**src/rtl/regfile_wb_arbiter.sv**
```systemverilog
// rtl/regfile_wb_arbiter.sv - round-robin writeback arbiter for the register file write port with pending-write scoreboard
module regfile_wb_arbiter #(
    parameter int NUM_REQ = 3,
    parameter int DATA_W  = 32
) (
    input  logic                      clk,
    input  logic                      rst,
    input  logic [NUM_REQ-1:0]        req_valid,
    input  logic [5*NUM_REQ-1:0]      req_rd,
    input  logic [DATA_W*NUM_REQ-1:0] req_data,
    output logic [NUM_REQ-1:0]        req_ready,
    input  logic                      issue_valid,
    input  logic [4:0]                issue_rd,
    output logic                      wr_en,
    output logic [4:0]                wr_rd,
    output logic [DATA_W-1:0]         wr_data,
    output logic [31:0]               pending
);

    localparam int PTR_W = (NUM_REQ > 1) ? $clog2(NUM_REQ) : 1;

    logic [PTR_W-1:0]   rr_ptr;
    logic [PTR_W-1:0]   grant_idx;
    logic [PTR_W-1:0]   nxt_ptr;
    logic [NUM_REQ-1:0] hi_mask;
    logic [NUM_REQ-1:0] masked_valid;
    logic               transfer;
    logic [4:0]         sel_rd;
    logic [DATA_W-1:0]  sel_data;
    logic [31:0]        pending_nxt;

    // Requests at or above rr_ptr win first; otherwise wrap to the lowest valid index.
    always_comb begin
        hi_mask = '0;
        for (int i = 0; i < NUM_REQ; i++) begin
            hi_mask[i] = (PTR_W'(i) >= rr_ptr);
        end
        masked_valid = req_valid & hi_mask;
        grant_idx    = '0;
        for (int i = NUM_REQ - 1; i >= 0; i--) begin
            if (req_valid[i]) grant_idx = PTR_W'(i);
        end
        if (|masked_valid) begin
            for (int i = NUM_REQ - 1; i >= 0; i--) begin
                if (masked_valid[i]) grant_idx = PTR_W'(i);
            end
        end
    end

    always_comb begin
        transfer  = (|req_valid) && !rst;
        req_ready = '0;
        sel_rd    = '0;
        sel_data  = '0;
        for (int i = 0; i < NUM_REQ; i++) begin
            if (PTR_W'(i) == grant_idx) begin
                req_ready[i] = transfer;
                sel_rd       = req_rd[5*i +: 5];
                sel_data     = req_data[DATA_W*i +: DATA_W];
            end
        end
        nxt_ptr = (grant_idx == PTR_W'(NUM_REQ - 1)) ? '0 : grant_idx + 1'b1;
    end

    // Set is applied after clear so a newer producer of the same register keeps it pending.
    always_comb begin
        pending_nxt = pending;
        if (transfer && (sel_rd != 5'd0)) pending_nxt[sel_rd] = 1'b0;
        if (issue_valid && (issue_rd != 5'd0)) pending_nxt[issue_rd] = 1'b1;
        pending_nxt[0] = 1'b0;
    end

    always_ff @(posedge clk or posedge rst) begin
        if (rst) begin
            rr_ptr  <= '0;
            wr_en   <= 1'b0;
            wr_rd   <= '0;
            wr_data <= '0;
            pending <= '0;
        end else begin
            pending <= pending_nxt;
            wr_en   <= 1'b0;
            if (transfer) begin
                rr_ptr <= nxt_ptr;
                if (sel_rd != 5'd0) begin
                    wr_en   <= 1'b1;
                    wr_rd   <= sel_rd;
                    wr_data <= sel_data;
                end
            end
        end
    end

endmodule

```
**config.mk**
```make
export PLATFORM = sky130hd
export DESIGN_NAME = regfile_wb_arbiter
export DESIGN_NICKNAME = d
export VERILOG_FILES = /design/src/rtl/regfile_wb_arbiter.sv
export SDC_FILE = /design/constraint.sdc
export NUM_CORES = 1
export LEC_CHECK = 0
export BUFFER_PORTS_ARGS = -buffer_cell sky130_fd_sc_hd__buf_2
export CORE_ASPECT_RATIO = 2
export CORE_UTILIZATION = 40
export DETAILED_ROUTE_END_ITERATION = 10
export HOLD_SLACK_MARGIN = 0.03
export PLACE_DENSITY = 0.72
export RECOVER_POWER = 50
export SLEW_MARGIN = 20
export SYNTH_ARGS = -nofsm -noshare
export SYNTH_HDL_FRONTEND = slang
export SYNTH_SLANG_ARGS = --single-unit
export TNS_END_PERCENT = 30
```
**constraint.sdc**
```tcl
create_clock -name clk -period 4 [get_ports clk]
set_clock_uncertainty 0.05 [all_clocks]
set_input_delay 0.4 -clock clk [delete_from_list [all_inputs] [get_ports clk]]
set_output_delay 0.4 -clock clk [all_outputs]
set_load 0.01 [all_outputs]
```
==> results.json, run 1 <==
{
  "layout-drive-gt1-share_pct": 37.9,
  "first_pass_iters": 8,
  "start_kind": "flip-flop",
  "synth_top_area_share_pct": 48.0,
  "fin_crit_ns": 3.41,
  "first_iter_violations": 230,
  "dieArea_mm2": 0.00967,
  "coreArea_mm2": 0.00901,
  "final.setup.tns_ns": 0,
  "clkTransAtPathRegs_ns": 0.05,
  "synth.net_count": 474,
  "synth_area_mm2": 0.00370,
  "hold_end": "wr_data[11]",
  "synth_warnings": 0,
  "netSwitchingPower_w": 0.000901,
  "die_x_um": 70.0,
  "antenna_cells": 0,
  "timing.max_cap.violations": 1,
  "grt_remaining_overflow": 0,
  "grt_max_degree": 73,
  "fin_crit_sh_pct": 85.2,
  "outcome": "finished, violations left",
  "portBuffers": 193,
  "layout.nets": 660,
  "slowest_delay_ns": 0.75,
  "stdcell_count": 645,
  "violations": "capacitance limit, slew limit",
  "clock_latency_ns": 0.32,
  "finalMaxSlewViolations": 73,
  "rr_worst_depth": 7,
  "endpoint_kind": "flip-flop",
  "dp_cells": 629,
  "synth-seq-area-share_pct": 48.0,
  "power_frac_comb_pct": 31.7,
  "finalHoldViolCount": 0,
  "cts_buffer_depth": 2,
  "peakVddDrop_v": 0.000244,
  "die_h_um": 138,
  "grt_pass1_wl_mm": 17.5,
  "yosysTopAreaCell": "dfrtp_1",
  "worstHoldPathCells": 3,
  "regArea_mm2": 0.00178,
  "post-route-drc-count": 0,
  "fp-row-count": 49,
  "vias": 3578,
  "cts_tree": "yes",
  "gp_congestion": 0.967,
  "path_buf_inv": 1,
  "synth.area.top_cells": "dfrtp_1 (48%), a222oi_1 (5.7%), mux2i_1 (5.7%), o21ai_0 (4.9%), inv_1 (3.9%)",
  "r2r-start": "rr_ptr[0]",
  "p_per_area_mw_per_mm2": 546,
  "totalWireLength_mm": 10.9,
  "p_clk_share_pct": 29.8,
  "io_pins": 195,
  "multiInputGateArea_mm2": 0.00166,
  "rrSetupSlack_ns": 0.59,
  "synth-main-ff-cell": "dfrtp_1",
  "final_common_cell": "buf_2",
  "antenna_found_initial": 0,
  "cpLargestDelayFamily": "compound AO/OA/AOI/OAI gates",
  "p_sw_share_pct": 33.2,
  "nFillCells": 819,
  "async_flop_share_pct": 100,
  "syn-instance-count": 352,
  "max_slew_margin_pct": -18.6,
  "fmax_mhz": 293,
  "critPathKind": "flip-flop to flip-flop",
  "vias_per_cell": 5.55,
  "grt_usage_pct": 22.9,
  "r2r_end": "wr_data[3]",
  "required_ns": 4.19,
  "rsz0062_at_grt": "no",
  "p_int_w": 0.00181,
  "arrival_ns": 3.60,
  "cp_max_fo": 22,
  "syn_avg_cell_area_um2": 10.5,
  "ys_ff_latch": 71,
  "setup_ws_ns": 0.592,
  "min-delay-start": "req_data[75]",
  "synth_edf_count": 0,
  "cts_setup_buffers": 0,
  "routedWlPerCell_um": 16.9,
  "leakagePower_nw": 2.42,
  "postCtsHoldBufs": 0,
  "start_util_pct": 41.1,
  "cts_num_sinks": 71,
  "hold_path_class": "input pin to flip-flop",
  "cts-resized-gates": 0,
  "final_cell_mix": "buf_2 (157), dfrtp_1 (71), inv_1 (38)",
  "areaGrowthSynthToFinish_pct": 34.3,
  "htree_levels": 3,
  "setup_viol_count_final": 0,
  "antenna_left": 0,
  "synth.distinct_cells": 43,
  "seqPwrFrac_pct": 38.5,
  "crit_chain": "nor3b_2 -> o31ai_4 -> o221ai_1 -> and4_4 -> a21oi_4 -> buf_4 -> mux2i_1",
  "cts_buffers": 9,
  "root_buffer": "clkbuf_16",
  "worstMarginPinSlew_ns": 1.78,
  "cpMaxStageDelayCell": "o31ai_4",
  "place_hpwl_mm": 8.47,
  "post-place-ws_ns": 0.610,
  "grt_pass1_vias": 3579
}
-- flip-flops by register name, summed over array words and instances (netlist names) --
name and cells:
pending 31, rr_ptr 2, wr_data 32, wr_en 1, wr_rd 5
-- synth_stat cells, drive strengths merged, types with 4 or more instances --
library cell and n:
nand2 9, clkbuf 13, nor2 28, or3 7
a222oi 21, nand3b 5, buf 10, o221ai 10
dfrtp 71, o211ai 4, nand3 7, o21ai 53
o22ai 16, mux2i 21, inv 38, mux2 11
-- cell families after synthesis --
logic type | Yosys count | share of synthesized area, %
other | 1 | 0.101
DFF | 71 | 48.0
buffers and inverters | 61 | 7.43
AOI/OAI and AO/OA | 121 | 25.8
and+or+nand+nor | 65 | 9.05
xor gates and xnor gates | 1 | 0.237
muxes | 32 | 9.43
-- layout make-up --
| class | instances | area share [%] |
|---|---|---|
| tap | 102 | 2.57 |
| timing repair buffer | 198 | 19.2 |
| inverter | 38 | 2.87 |
| multi-input combinational | 220 | 33.4 |
| clock buffer | 13 | 5.44 |
| sequential | 71 | 35.7 |
| clock inverter | 3 | 0.805 |
-- routing by layer --
layer | vias to the layer above | part of all wire [%] | GRT usage, %
met1 | 1680 | 37 | 24.7
met4 | 0 | 4.6 | 12.9
met3 | 34 | 6.4 | 5.83
li1 | 1684 | - | -
met5 | - | 0 | 0
met2 | 180 | 52 | 39.9
-- power by group through the flow --
stage	logic [W]	clock network [W]	registers (W)
CTS	0.000902	0.000837	0.00104
floorplan	0.000427	0	0.00114
global placement	0.000870	0	0.00105
finish	0.000860	0.000809	0.00105
detailed placement	0.000901	0	0.00105
global route	0.000943	0.000868	0.00107
-- worst min-delay path: cells and delay by family --
| kind | cells | cell delay (ns) |
|---|---|---|
| muxes | 1 | 0.12 |
| buffers and inverters | 1 | 0.07 |
| AOI/OAI and AO/OA | 1 | 0.05 |
-- metrics by stage --
| stage | instance area (µm²) | power [W] | utilization, % | hold WS (ns) |
|---|---|---|---|---|
| after floorplan | 3700 | 0.00156 | - | 0.472 |
| after global placement | 4710 | 0.00192 | 52.3 | 0.415 |
| after detailed placement | 4710 | 0.00195 | 52.3 | 0.424 |
| after CTS | 5020 | 0.00278 | 55.7 | 0.297 |
| after global routing | 4970 | 0.00288 | 55.2 | 0.310 |
| final | 4970 | 0.00272 | 55.2 | 0.315 |
-- worst max-delay path by stage --
stage,from,cells after the start,endpoint,slack [ns]
after global routing,rr_ptr[0],7,wr_data[3],0.34
after global placement,rr_ptr[0],7,wr_data[5],0.78
after detailed placement,rr_ptr[0],7,wr_data[0],0.61
after floorplan,rst,6,pending[6],0.63
final,rr_ptr[0],7,wr_data[3],0.59
after CTS,rr_ptr[0],7,wr_data[0],0.59
Note: power is estimated with default switching activity, not from simulation.
==> inputs of run 2 (changes only) <==
--- a/config.mk
+++ b/config.mk
@@ -7,10 +7,10 @@
 export LEC_CHECK = 0
 export BUFFER_PORTS_ARGS = -buffer_cell sky130_fd_sc_hd__buf_2
 export CORE_ASPECT_RATIO = 2
-export CORE_UTILIZATION = 40
+export CORE_UTILIZATION = 45
 export DETAILED_ROUTE_END_ITERATION = 10
 export HOLD_SLACK_MARGIN = 0.03
-export PLACE_DENSITY = 0.72
+export PLACE_DENSITY = 0.8
 export RECOVER_POWER = 50
 export SLEW_MARGIN = 20
 export SYNTH_ARGS = -nofsm -noshare
==> run 2 against run 1 <==
Net effect:
- the flow finishes with violations (DRC, capacitance limit, slew limit)
- non-clock buffer count increased by 2
- critical path depth unchanged
- clock-buffer cell count grew 1
- die area down 11%
- sequential share of layout area grew 0.23 points
- via count up 1.7%
- critical path type unchanged
- clock power down 13%
- wire length up 3.2%
==> results.json, run 2 (synthesized netlist as in run 1, its figures left out) <==
{
  "outcome": "finished, violations left",
  "violations": "DRC, capacitance limit, slew limit",
  "regArea_mm2": 0.00178,
  "layout.nets": 662,
  "fin_crit_sh_pct": 76.8,
  "cts_buffers": 9,
  "antenna_found_initial": 0,
  "fmax_mhz": 326,
  "layout-drive-gt1-share_pct": 37.5,
  "design_area_mm2": 0.00494,
  "max_slew_margin_pct": -17.6,
  "first_iter_violations": 354,
  "hold_path_class": "input pin to flip-flop",
  "grt_pass1_vias": 3590,
  "largest_register_ffs": 32,
  "p_per_area_mw_per_mm2": 533,
  "first_pass_iters": 11,
  "largestRegisters": "wr_data (32), pending (31), wr_rd (5)",
  "die_h_um": 130,
  "arrival_ns": 3.27,
  "grt_usage_pct": 27.0,
  "required_ns": 4.20,
  "cts_buffer_depth": 2,
  "htree_levels": 3,
  "fin_crit_ns": 3.07,
  "cts-resized-gates": 0,
  "root_buffer": "clkbuf_16",
  "clkTransAtPathRegs_ns": 0.05,
  "finalCoreUtilization_pct": 62.2,
  "dpl_cell_area_mm2": 0.00473,
  "routedWlPerCell_um": 17.6,
  "areaGrowthSynthToFinish_pct": 33.4,
  "fp-row-count": 46,
  "final_common_cell": "buf_2",
  "antenna_left": 0,
  "cts_num_sinks": 71,
  "largest_register": "wr_data",
  "vias": 3639,
  "critPathKind": "flip-flop to flip-flop",
  "clock_latency_ns": 0.33,
  "die_x_um": 66.2,
  "multiInputGateArea_mm2": 0.00166,
  "grt_pass1_wl_mm": 17.3,
  "setup_viol_count_final": 0,
  "gp_congestion": 0.882,
  "finalMaxSlewViolations": 73,
  "nFillCells": 696,
  "peakVddDrop_v": 0.000303,
  "timing.max_cap.violations": 1,
  "coreArea_mm2": 0.00794,
  "cts_tree": "yes",
  "antenna_cells": 0,
  "grt_max_degree": 73,
  "start_kind": "flip-flop",
  "totalWireLength_mm": 11.3,
  "cp_max_fo": 20,
  "worstMarginPinSlew_ns": 1.76,
  "cts_setup_buffers": 0,
  "leakagePower_nw": 2.40,
  "stdcell_count": 640,
  "post-route-drc-count": 2,
  "vias_per_cell": 5.69,
  "final.setup.tns_ns": 0,
  "finalHoldViolCount": 0,
  "grt_remaining_overflow": 0,
  "final_cell_mix": "buf_2 (157), dfrtp_1 (71), clkbuf_1 (40)",
  "endpoint_kind": "flip-flop",
  "rsz0062_at_grt": "no",
  "dieArea_mm2": 0.00862,
  "start_util_pct": 46.6,
  "postCtsHoldBufs": 0,
  "io_pins": 195,
  "portBuffers": 193,
  "dp_cells": 625,
  "place_hpwl_mm": 8.62
}
==> run 2: power by group <==
part	total [W]	switching [W]	leakage (nW)	internal [W]
sequential	0.00106	0.000131	0.830	0.000928
clock	0.000706	0.000274	0.127	0.000432
combinational	0.000868	0.000505	1.45	0.000363
total	0.00263	0.000910	2.40	0.00172
==> run 2: area by class of cell <==
type                    instances  area share (%)
clock inverters                 1           0.101
inverters                      38            2.89
well taps                      96            2.43
repair buffers                200            19.9
flip-flops and latches         71            36.0
clock buffers                  14            5.14
multi-input cells             220            33.6
==> run 2: worst max-delay path: stages (launching register included) <==
cell,delay (ns)
dfrtp_1,0.47
a21boi_4,0.34
a2bb2oi_4,0.48
o221ai_1,0.29
and4_4,0.28
a21oi_4,0.61
buf_12,0.25
mux2i_1,0.21
==> run 2: final timing paths <==
path | start | end | slack [ns] | cells after the start
min in group asynchronous | rst | wr_rd[3] | 0.67 | 3
min reg2reg | wr_data[6] | wr_data[6] | 0.44 | 1
min | req_data[75] | wr_data[11] | 0.31 | 3
max reg2reg | rr_ptr[1] | wr_data[7] | 0.93 | 7
max in group asynchronous | rst | pending[9] | 2.19 | 3
max | rr_ptr[1] | wr_data[7] | 0.93 | 7
==> run 2: per-stage QoR <==
step                power (W)  hold slack (ns)  worst slack (ns)
floorplan             0.00156            0.472             0.625
global placement      0.00192            0.415             0.960
detailed placement    0.00197            0.423             0.834
CTS                   0.00268            0.308             0.896
global route          0.00279            0.328             0.697
finish                0.00263            0.315             0.930
==> run 2: metal layers <==
layer | global-route usage [%] | share of wire [%]
met1 | 28.3 | 34
met4 | 11.8 | 2.9
met3 | 4.90 | 7.1
met2 | 50.7 | 56
met5 | 0 | 0
